`src/rtl/axi_rd_arbiter_pkg.sv`:
```
// Shared types for the cache read-port arbiter: FSM states, AXI response codes
// and the grant-index width helper.
package axi_rd_arbiter_pkg;

  typedef enum logic [1:0] {IDLE, ADDR, DATA} arb_state_t;

  typedef enum logic [1:0] {
    RESP_OKAY   = 2'b00,
    RESP_EXOKAY = 2'b01,
    RESP_SLVERR = 2'b10,
    RESP_DECERR = 2'b11
  } axi_resp_t;

  // Grant index width; a single requester still needs one bit.
  function automatic int grant_w(input int n);
    return (n > 1) ? $clog2(n) : 1;
  endfunction

endpackage

```
`src/rtl/axi_rd_arbiter_if.sv`:
```
// Requester-side (req_*) and system-side (m_*) AR/R signals of the read arbiter.
// The arbiter uses the slave modport; the environment uses master.
interface axi_rd_arbiter_if #(
  parameter int NUM_REQ   = 2,
  parameter int ADDR_SIZE = 32,
  parameter int DATA_SIZE = 32
);
  logic [NUM_REQ-1:0]                req_arvalid;
  logic [NUM_REQ-1:0][ADDR_SIZE-1:0] req_araddr;
  logic [NUM_REQ-1:0][7:0]           req_arlen;
  logic [NUM_REQ-1:0]                req_arready;
  logic [NUM_REQ-1:0]                req_rvalid;
  logic [DATA_SIZE-1:0]              req_rdata;
  logic [1:0]                        req_rresp;
  logic                              req_rlast;
  logic [NUM_REQ-1:0]                req_rready;

  logic                 m_arvalid;
  logic [ADDR_SIZE-1:0] m_araddr;
  logic [7:0]           m_arlen;
  logic                 m_arready;
  logic                 m_rvalid;
  logic [DATA_SIZE-1:0] m_rdata;
  logic [1:0]           m_rresp;
  logic                 m_rlast;
  logic                 m_rready;

  modport slave (
    input  req_arvalid, req_araddr, req_arlen, req_rready,
           m_arready, m_rvalid, m_rdata, m_rresp, m_rlast,
    output req_arready, req_rvalid, req_rdata, req_rresp, req_rlast,
           m_arvalid, m_araddr, m_arlen, m_rready
  );

  modport master (
    output req_arvalid, req_araddr, req_arlen, req_rready,
           m_arready, m_rvalid, m_rdata, m_rresp, m_rlast,
    input  req_arready, req_rvalid, req_rdata, req_rresp, req_rlast,
           m_arvalid, m_araddr, m_arlen, m_rready
  );
endinterface

```
`src/rtl/axi_rd_arbiter_rr_pick.sv`:
```
// Rotating-priority encoder: first set request bit searching upward from ptr+1.
module rr_pick #(
  parameter int NUM_REQ = 2,
  parameter int GRANT_W = 1
) (
  input  logic [NUM_REQ-1:0] req,
  input  logic [GRANT_W-1:0] ptr,
  output logic [GRANT_W-1:0] grant,
  output logic               any
);

  int idx;

  // Walk the search order backwards so the earliest candidate is written last.
  always_comb begin
    grant = '0;
    any   = |req;
    idx   = 0;
    for (int i = NUM_REQ; i >= 1; i--) begin
      idx = int'(ptr) + i;
      if (idx >= NUM_REQ) idx = idx - NUM_REQ;
      if (req[GRANT_W'(idx)]) grant = GRANT_W'(idx);
    end
  end

endmodule

```
`src/rtl/axi_rd_arbiter.sv`:
```
// Round-robin sharing of one AXI4 read port between NUM_REQ cache masters,
// one burst in flight, with beat-count checking against ARLEN.
module axi_rd_arbiter
  import axi_rd_arbiter_pkg::*;
#(
  parameter int NUM_REQ   = 2,
  parameter int ADDR_SIZE = 32,
  parameter int DATA_SIZE = 32
) (
  input  logic                i_aclk,
  input  logic                i_areset_n,
  axi_rd_arbiter_if.slave     bus,
  output logic                o_busy,
  output logic                o_proto_err
);

  localparam int GRANT_W = grant_w(NUM_REQ);

  arb_state_t           state, state_d;
  logic [GRANT_W-1:0]   ptr, gnt_q, pick;
  logic                 pick_any;
  logic [ADDR_SIZE-1:0] addr_q;
  logic [7:0]           len_q;
  logic [8:0]           beat_cnt;
  logic                 r_hs;
  logic [NUM_REQ-1:0]   arready_v, rvalid_v;

  rr_pick #(.NUM_REQ(NUM_REQ), .GRANT_W(GRANT_W)) u_pick (
    .req   (bus.req_arvalid),
    .ptr   (ptr),
    .grant (pick),
    .any   (pick_any)
  );

  always_ff @(posedge i_aclk) begin
    if (!i_areset_n) begin
      state    <= IDLE;
      ptr      <= GRANT_W'(NUM_REQ - 1);
      gnt_q    <= '0;
      addr_q   <= '0;
      len_q    <= '0;
      beat_cnt <= '0;
    end else begin
      state <= state_d;
      case (state)
        IDLE: if (pick_any) begin
          gnt_q  <= pick;
          addr_q <= bus.req_araddr[pick];
          len_q  <= bus.req_arlen[pick];
        end
        ADDR: if (bus.m_arready) beat_cnt <= '0;
        DATA: if (r_hs) begin
          beat_cnt <= beat_cnt + 9'd1;
          if (bus.m_rlast) ptr <= gnt_q;
        end
        default: ;
      endcase
    end
  end

  always_comb begin
    state_d      = state;
    bus.m_rready = 1'b0;
    r_hs         = 1'b0;
    o_proto_err  = 1'b0;
    case (state)
      IDLE: if (pick_any) state_d = ADDR;
      ADDR: if (bus.m_arready) state_d = DATA;
      DATA: begin
        bus.m_rready = bus.req_rready[gnt_q];
        r_hs         = bus.m_rvalid & bus.req_rready[gnt_q];
        if (r_hs) begin
          if (bus.m_rlast) state_d = IDLE;
          // Early rlast, or the ARLEN-th beat arriving without rlast.
          o_proto_err = bus.m_rlast ? (beat_cnt != {1'b0, len_q})
                                    : (beat_cnt == {1'b0, len_q});
        end
      end
      default: state_d = IDLE;
    endcase
  end

  // Requester AR handshake completes in IDLE; held off while reset is asserted.
  for (genvar k = 0; k < NUM_REQ; k++) begin : g_route
    assign arready_v[k] = i_areset_n && (state == IDLE) && pick_any && (pick == GRANT_W'(k));
    assign rvalid_v[k]  = (state == DATA) && (gnt_q == GRANT_W'(k)) && bus.m_rvalid;
  end

  assign bus.req_arready = arready_v;
  assign bus.req_rvalid  = rvalid_v;
  assign bus.req_rdata   = (state == DATA) ? bus.m_rdata : '0;
  assign bus.req_rresp   = (state == DATA) ? bus.m_rresp : RESP_OKAY;
  assign bus.req_rlast   = (state == DATA) && bus.m_rlast;

  assign bus.m_arvalid = (state == ADDR);
  assign bus.m_araddr  = (state == ADDR) ? addr_q : '0;
  assign bus.m_arlen   = (state == ADDR) ? len_q  : '0;

  assign o_busy = (state != IDLE);

endmodule

```
`src/flat_wrapper.sv`:
```
// flat-port wrapper written by rule: the top's interface ports become plain ports
module axi_rd_arbiter_flat import axi_rd_arbiter_pkg::*;
#(
  parameter int NUM_REQ   = 2,
  parameter int ADDR_SIZE = 32,
  parameter int DATA_SIZE = 32
)
  (i_aclk, i_areset_n, o_busy, o_proto_err, bus_req_arvalid, bus_req_araddr, bus_req_arlen, bus_req_rready, bus_m_arready, bus_m_rvalid, bus_m_rdata, bus_m_rresp, bus_m_rlast, bus_req_arready, bus_req_rvalid, bus_req_rdata, bus_req_rresp, bus_req_rlast, bus_m_arvalid, bus_m_araddr, bus_m_arlen, bus_m_rready);
  axi_rd_arbiter_if #(.NUM_REQ(NUM_REQ), .ADDR_SIZE(ADDR_SIZE), .DATA_SIZE(DATA_SIZE)) bus_i ();
  input  logic i_aclk;
  input  logic i_areset_n;
  output logic o_busy;
  output logic o_proto_err;
  input wire logic [$bits(bus_i.req_arvalid)-1:0] bus_req_arvalid;
  input wire logic [$bits(bus_i.req_araddr)-1:0] bus_req_araddr;
  input wire logic [$bits(bus_i.req_arlen)-1:0] bus_req_arlen;
  input wire logic [$bits(bus_i.req_rready)-1:0] bus_req_rready;
  input wire logic [$bits(bus_i.m_arready)-1:0] bus_m_arready;
  input wire logic [$bits(bus_i.m_rvalid)-1:0] bus_m_rvalid;
  input wire logic [$bits(bus_i.m_rdata)-1:0] bus_m_rdata;
  input wire logic [$bits(bus_i.m_rresp)-1:0] bus_m_rresp;
  input wire logic [$bits(bus_i.m_rlast)-1:0] bus_m_rlast;
  output wire logic [$bits(bus_i.req_arready)-1:0] bus_req_arready;
  output wire logic [$bits(bus_i.req_rvalid)-1:0] bus_req_rvalid;
  output wire logic [$bits(bus_i.req_rdata)-1:0] bus_req_rdata;
  output wire logic [$bits(bus_i.req_rresp)-1:0] bus_req_rresp;
  output wire logic [$bits(bus_i.req_rlast)-1:0] bus_req_rlast;
  output wire logic [$bits(bus_i.m_arvalid)-1:0] bus_m_arvalid;
  output wire logic [$bits(bus_i.m_araddr)-1:0] bus_m_araddr;
  output wire logic [$bits(bus_i.m_arlen)-1:0] bus_m_arlen;
  output wire logic [$bits(bus_i.m_rready)-1:0] bus_m_rready;
  assign bus_i.req_arvalid = bus_req_arvalid;
  assign bus_i.req_araddr = bus_req_araddr;
  assign bus_i.req_arlen = bus_req_arlen;
  assign bus_i.req_rready = bus_req_rready;
  assign bus_i.m_arready = bus_m_arready;
  assign bus_i.m_rvalid = bus_m_rvalid;
  assign bus_i.m_rdata = bus_m_rdata;
  assign bus_i.m_rresp = bus_m_rresp;
  assign bus_i.m_rlast = bus_m_rlast;
  assign bus_req_arready = bus_i.req_arready;
  assign bus_req_rvalid = bus_i.req_rvalid;
  assign bus_req_rdata = bus_i.req_rdata;
  assign bus_req_rresp = bus_i.req_rresp;
  assign bus_req_rlast = bus_i.req_rlast;
  assign bus_m_arvalid = bus_i.m_arvalid;
  assign bus_m_araddr = bus_i.m_araddr;
  assign bus_m_arlen = bus_i.m_arlen;
  assign bus_m_rready = bus_i.m_rready;
  axi_rd_arbiter #(.NUM_REQ(NUM_REQ), .ADDR_SIZE(ADDR_SIZE), .DATA_SIZE(DATA_SIZE)) u_core (.i_aclk(i_aclk), .i_areset_n(i_areset_n), .bus(bus_i), .o_busy(o_busy), .o_proto_err(o_proto_err));
endmodule
```
`config.mk`:
```
export PLATFORM = sky130hd
export DESIGN_NAME = axi_rd_arbiter_flat
export DESIGN_NICKNAME = d
export VERILOG_FILES = /design/src/rtl/axi_rd_arbiter_pkg.sv /design/src/rtl/axi_rd_arbiter_if.sv /design/src/rtl/axi_rd_arbiter_rr_pick.sv /design/src/rtl/axi_rd_arbiter.sv /design/src/flat_wrapper.sv
export SDC_FILE = /design/constraint.sdc
export NUM_CORES = 1
export LEC_CHECK = 0
export CORE_MARGIN = 2
export CORE_UTILIZATION = 34
export CTS_CLUSTER_SIZE = 20
export DETAILED_ROUTE_END_ITERATION = 10
export PLACE_DENSITY = 0.82
export RECOVER_POWER = 50
export SYNTH_ARGS = -nofsm -noshare
export SYNTH_HDL_FRONTEND = slang
export SYNTH_SLANG_ARGS = --single-unit
```
`constraint.sdc`:
```
create_clock -name i_aclk -period 2.3 [get_ports i_aclk]
set_clock_uncertainty 0.2 [all_clocks]
set_input_delay 0.345 -clock i_aclk [delete_from_list [all_inputs] [get_ports i_aclk]]
set_output_delay 0.345 -clock i_aclk [all_outputs]
set_load 0.02 [all_outputs]
```
==> impl_metrics.ini <==
[job]
maxCapViolCount = 0

[sta]
layout_min_cycle_time_ps = 2230
rsz0062_at_grt = false
setup_viol = 0
finalHoldViolCount = 0
relSlewSlack_pct = 66.4
period_share_pct = 96.8
drv_slew = 0
worst_slack_ps = 73.0
tightestPinTransition_ps = 504
fin_tns_setup_ps = 0
fmax_ghz = 0.449

[global_route]
grt_max_degree = 43
antenna_found_initial = 0
first_global_vias = 3040
grt_pass1_wl_mm = 14.1
grt_util_all_layers_pct = 20.2
grt_overflow = 0

[drt]
vias = 3130
drc_errors = 0
wirelength_mm = 9.17
ant_nets = 0
viasPerCell = 5.01
wl_per_cell_um = 14.7
drtIter0Drc = 211
drtPass1Iterations = 6

[cts]
clock_path_buffers = 2
clkTransAtPathRegs_ps = 90
ctsHtreeMaxLevel = 2
clk_latency_ps = 300
cts_buffers = 5
cts_sinks = 53
cts_tree = built
cts_hold_buf = 0
root_buffer = clkbuf_8

[power_and_ir_drop]
p_int_uw = 1600
power_frac_comb_pct = 29.7
seqPwrFrac_pct = 46.7
totalPowerFinal_uw = 2210
p_leak_uw = 0.00254
p_switching_uw = 605
p_per_area_nw_per_um2 = 443
clkPwrFrac_pct = 23.6
vdd.ir_drop.worst_v = 0.000309
swShare_pct = 27.4

[worst_setup_path]
worstPathArrival_ps = 1680
cp_slowest_stage_delay_ps = 640
cp_slowest_cell = dlygate4sd3_1
crit_type = in2out
crit_path_start_kind = input port
cp.required_ps = 1750
end_kind = output port
cp_max_fo = 5
crit_chain = dlygate4sd3_1 > inv_1 > nor3_2 > dlygate4sd2_1

[cells_and_area]
num_antenna_cells = 0
final_common_cell = clkdlybuf4s50_1
syn_to_final_growth_pct = 86.5
final_cell_mix = clkdlybuf4s50_1 (120), dlygate4sd2_1 (80), and2_1 (77), dfxtp_1 (48), inv_1 (42)
layout-drive-gt1-share_pct = 8.41
nets = 647

[die]
fp.coreArea_um2 = 7690
die_h_um = 92.6
die_area_um2 = 8580
row_count = 32
fp.dieW_um = 92.6
io_pins = 206
start_util_pct = 34.7

[synth]
ys_warn_count = 0
syn_area_um2 = 2670
ys_ff_latch = 53
yosysTopAreaCellShare_pct = 39.7
avgSynthCellArea_um2 = 8.73
synth_area_leaders = dfxtp_1 (40%), and2_1 (18%), a222oi_1 (15%), inv_1 (5.9%), xnor2_1 (4.3%)
synth_fp_nets = 430
synth_top_area_cell = dfxtp_1
synth-seq-area-share_pct = 39.7
netlist-cell-type-count = 31
synth_edf_count = 0
ys.flop_type = dfxtp_1
synth_cells = 306
async_flop_share_pct = 0

[placed_design]
hpwl_mm = 6.91
io_buffers = 205
gp_congestion = 0.798
dp_worst_setup_slack_ps = -268

[run_status]
status = completed

[min_path]
hold_path_class = reg2reg
metal layers:
layer  wire length, µm  share of wire (%)  vias up  global-route usage (%)
met5                 0                  0        -                       0
met2              4640                 51      157                    38.1
met4               108                1.2        0                    6.13
met1              3500                 38     1447                    21.3
li1                  -                  -     1513                       -
met3               923                 10       13                    6.35
synth_stat cells (4+ instances only):
master    number
nor4_1         4
buf_2          5
mux2i_1        4
and2_1        77
dfxtp_1       53
nand2_1        6
or3_1          4
a222oi_1      40
clkbuf_1      16
xnor2_1       13
inv_1         42
nand3_1        4
nor2_1        10
critical path, delay by kind of cell:
family	cells	cell delay, ps
AND/OR/NAND/NOR	1	200
buffers and inverters	3	1130
sequential cells by signal (all words and copies together), names as in the netlist:
register         cells
u_core.state         2
u_core.gnt_q         1
u_core.addr_q       32
u_core.len_q         8
u_core.beat_cnt      9
u_core.ptr           1
power groups by stage:
| stage | logic (µW) | clock network, µW | registers [µW] |
|---|---|---|---|
| after detailed placement | 702 | 0 | 1050 |
| after CTS | 665 | 543 | 1030 |
| after floorplan | 289 | 0 | 1040 |
| final | 657 | 521 | 1030 |
| after global routing | 708 | 575 | 1040 |
| after global placement | 688 | 0 | 1050 |
cells by family after synthesis:
group / share of synthesized area [%]
AO/OA/AOI/OAI: 17.3
XOR/XNOR: 4.59
adder cells (fa/ha/maj): 0.468
buffers and inverters: 9.09
flip-flops: 39.7
multiplexers: 1.92
AND/OR/NAND/NOR: 26.9
layout make-up:
class	count	area (µm²)
clock buffers	7	86.3
fillers	683	2710
inverters	42	158
multi-input cells	190	1390
flip-flops and latches	53	1070
well taps	102	128
repair buffers	231	2150
metrics by stage:
stage / std cells / hold WS, ps / utilization, % / cell area [µm²]
finish: 625 / 260 / 64.8 / 4980
detailed placement: 618 / 241 / 65.1 / 5000
global route: 625 / 288 / 64.8 / 4980
floorplan: 306 / 207 / - / 2670
CTS: 625 / 263 / 64.9 / 4990
global placement: 618 / 235 / 65.1 / 5000
final timing paths:
check	from	end	slack [ps]	cells after the start
setup / recovery	i_areset_n	bus_req_arready[0]	70	4
hold / removal	u_core.addr_q[29]	u_core.addr_q[29]	260	2
setup reg to reg	u_core.state[0]	u_core.beat_cnt[7]	340	5
hold reg to reg	u_core.addr_q[29]	u_core.addr_q[29]	260	2
what timing repair did:
action,in CTS,in global routing
gates resized for setup,88,6
buffers inserted,0,0
endpoints found under the setup margin,82,2
gates cloned,0,0
No activity file was read; power rests on OpenSTA's default activity.
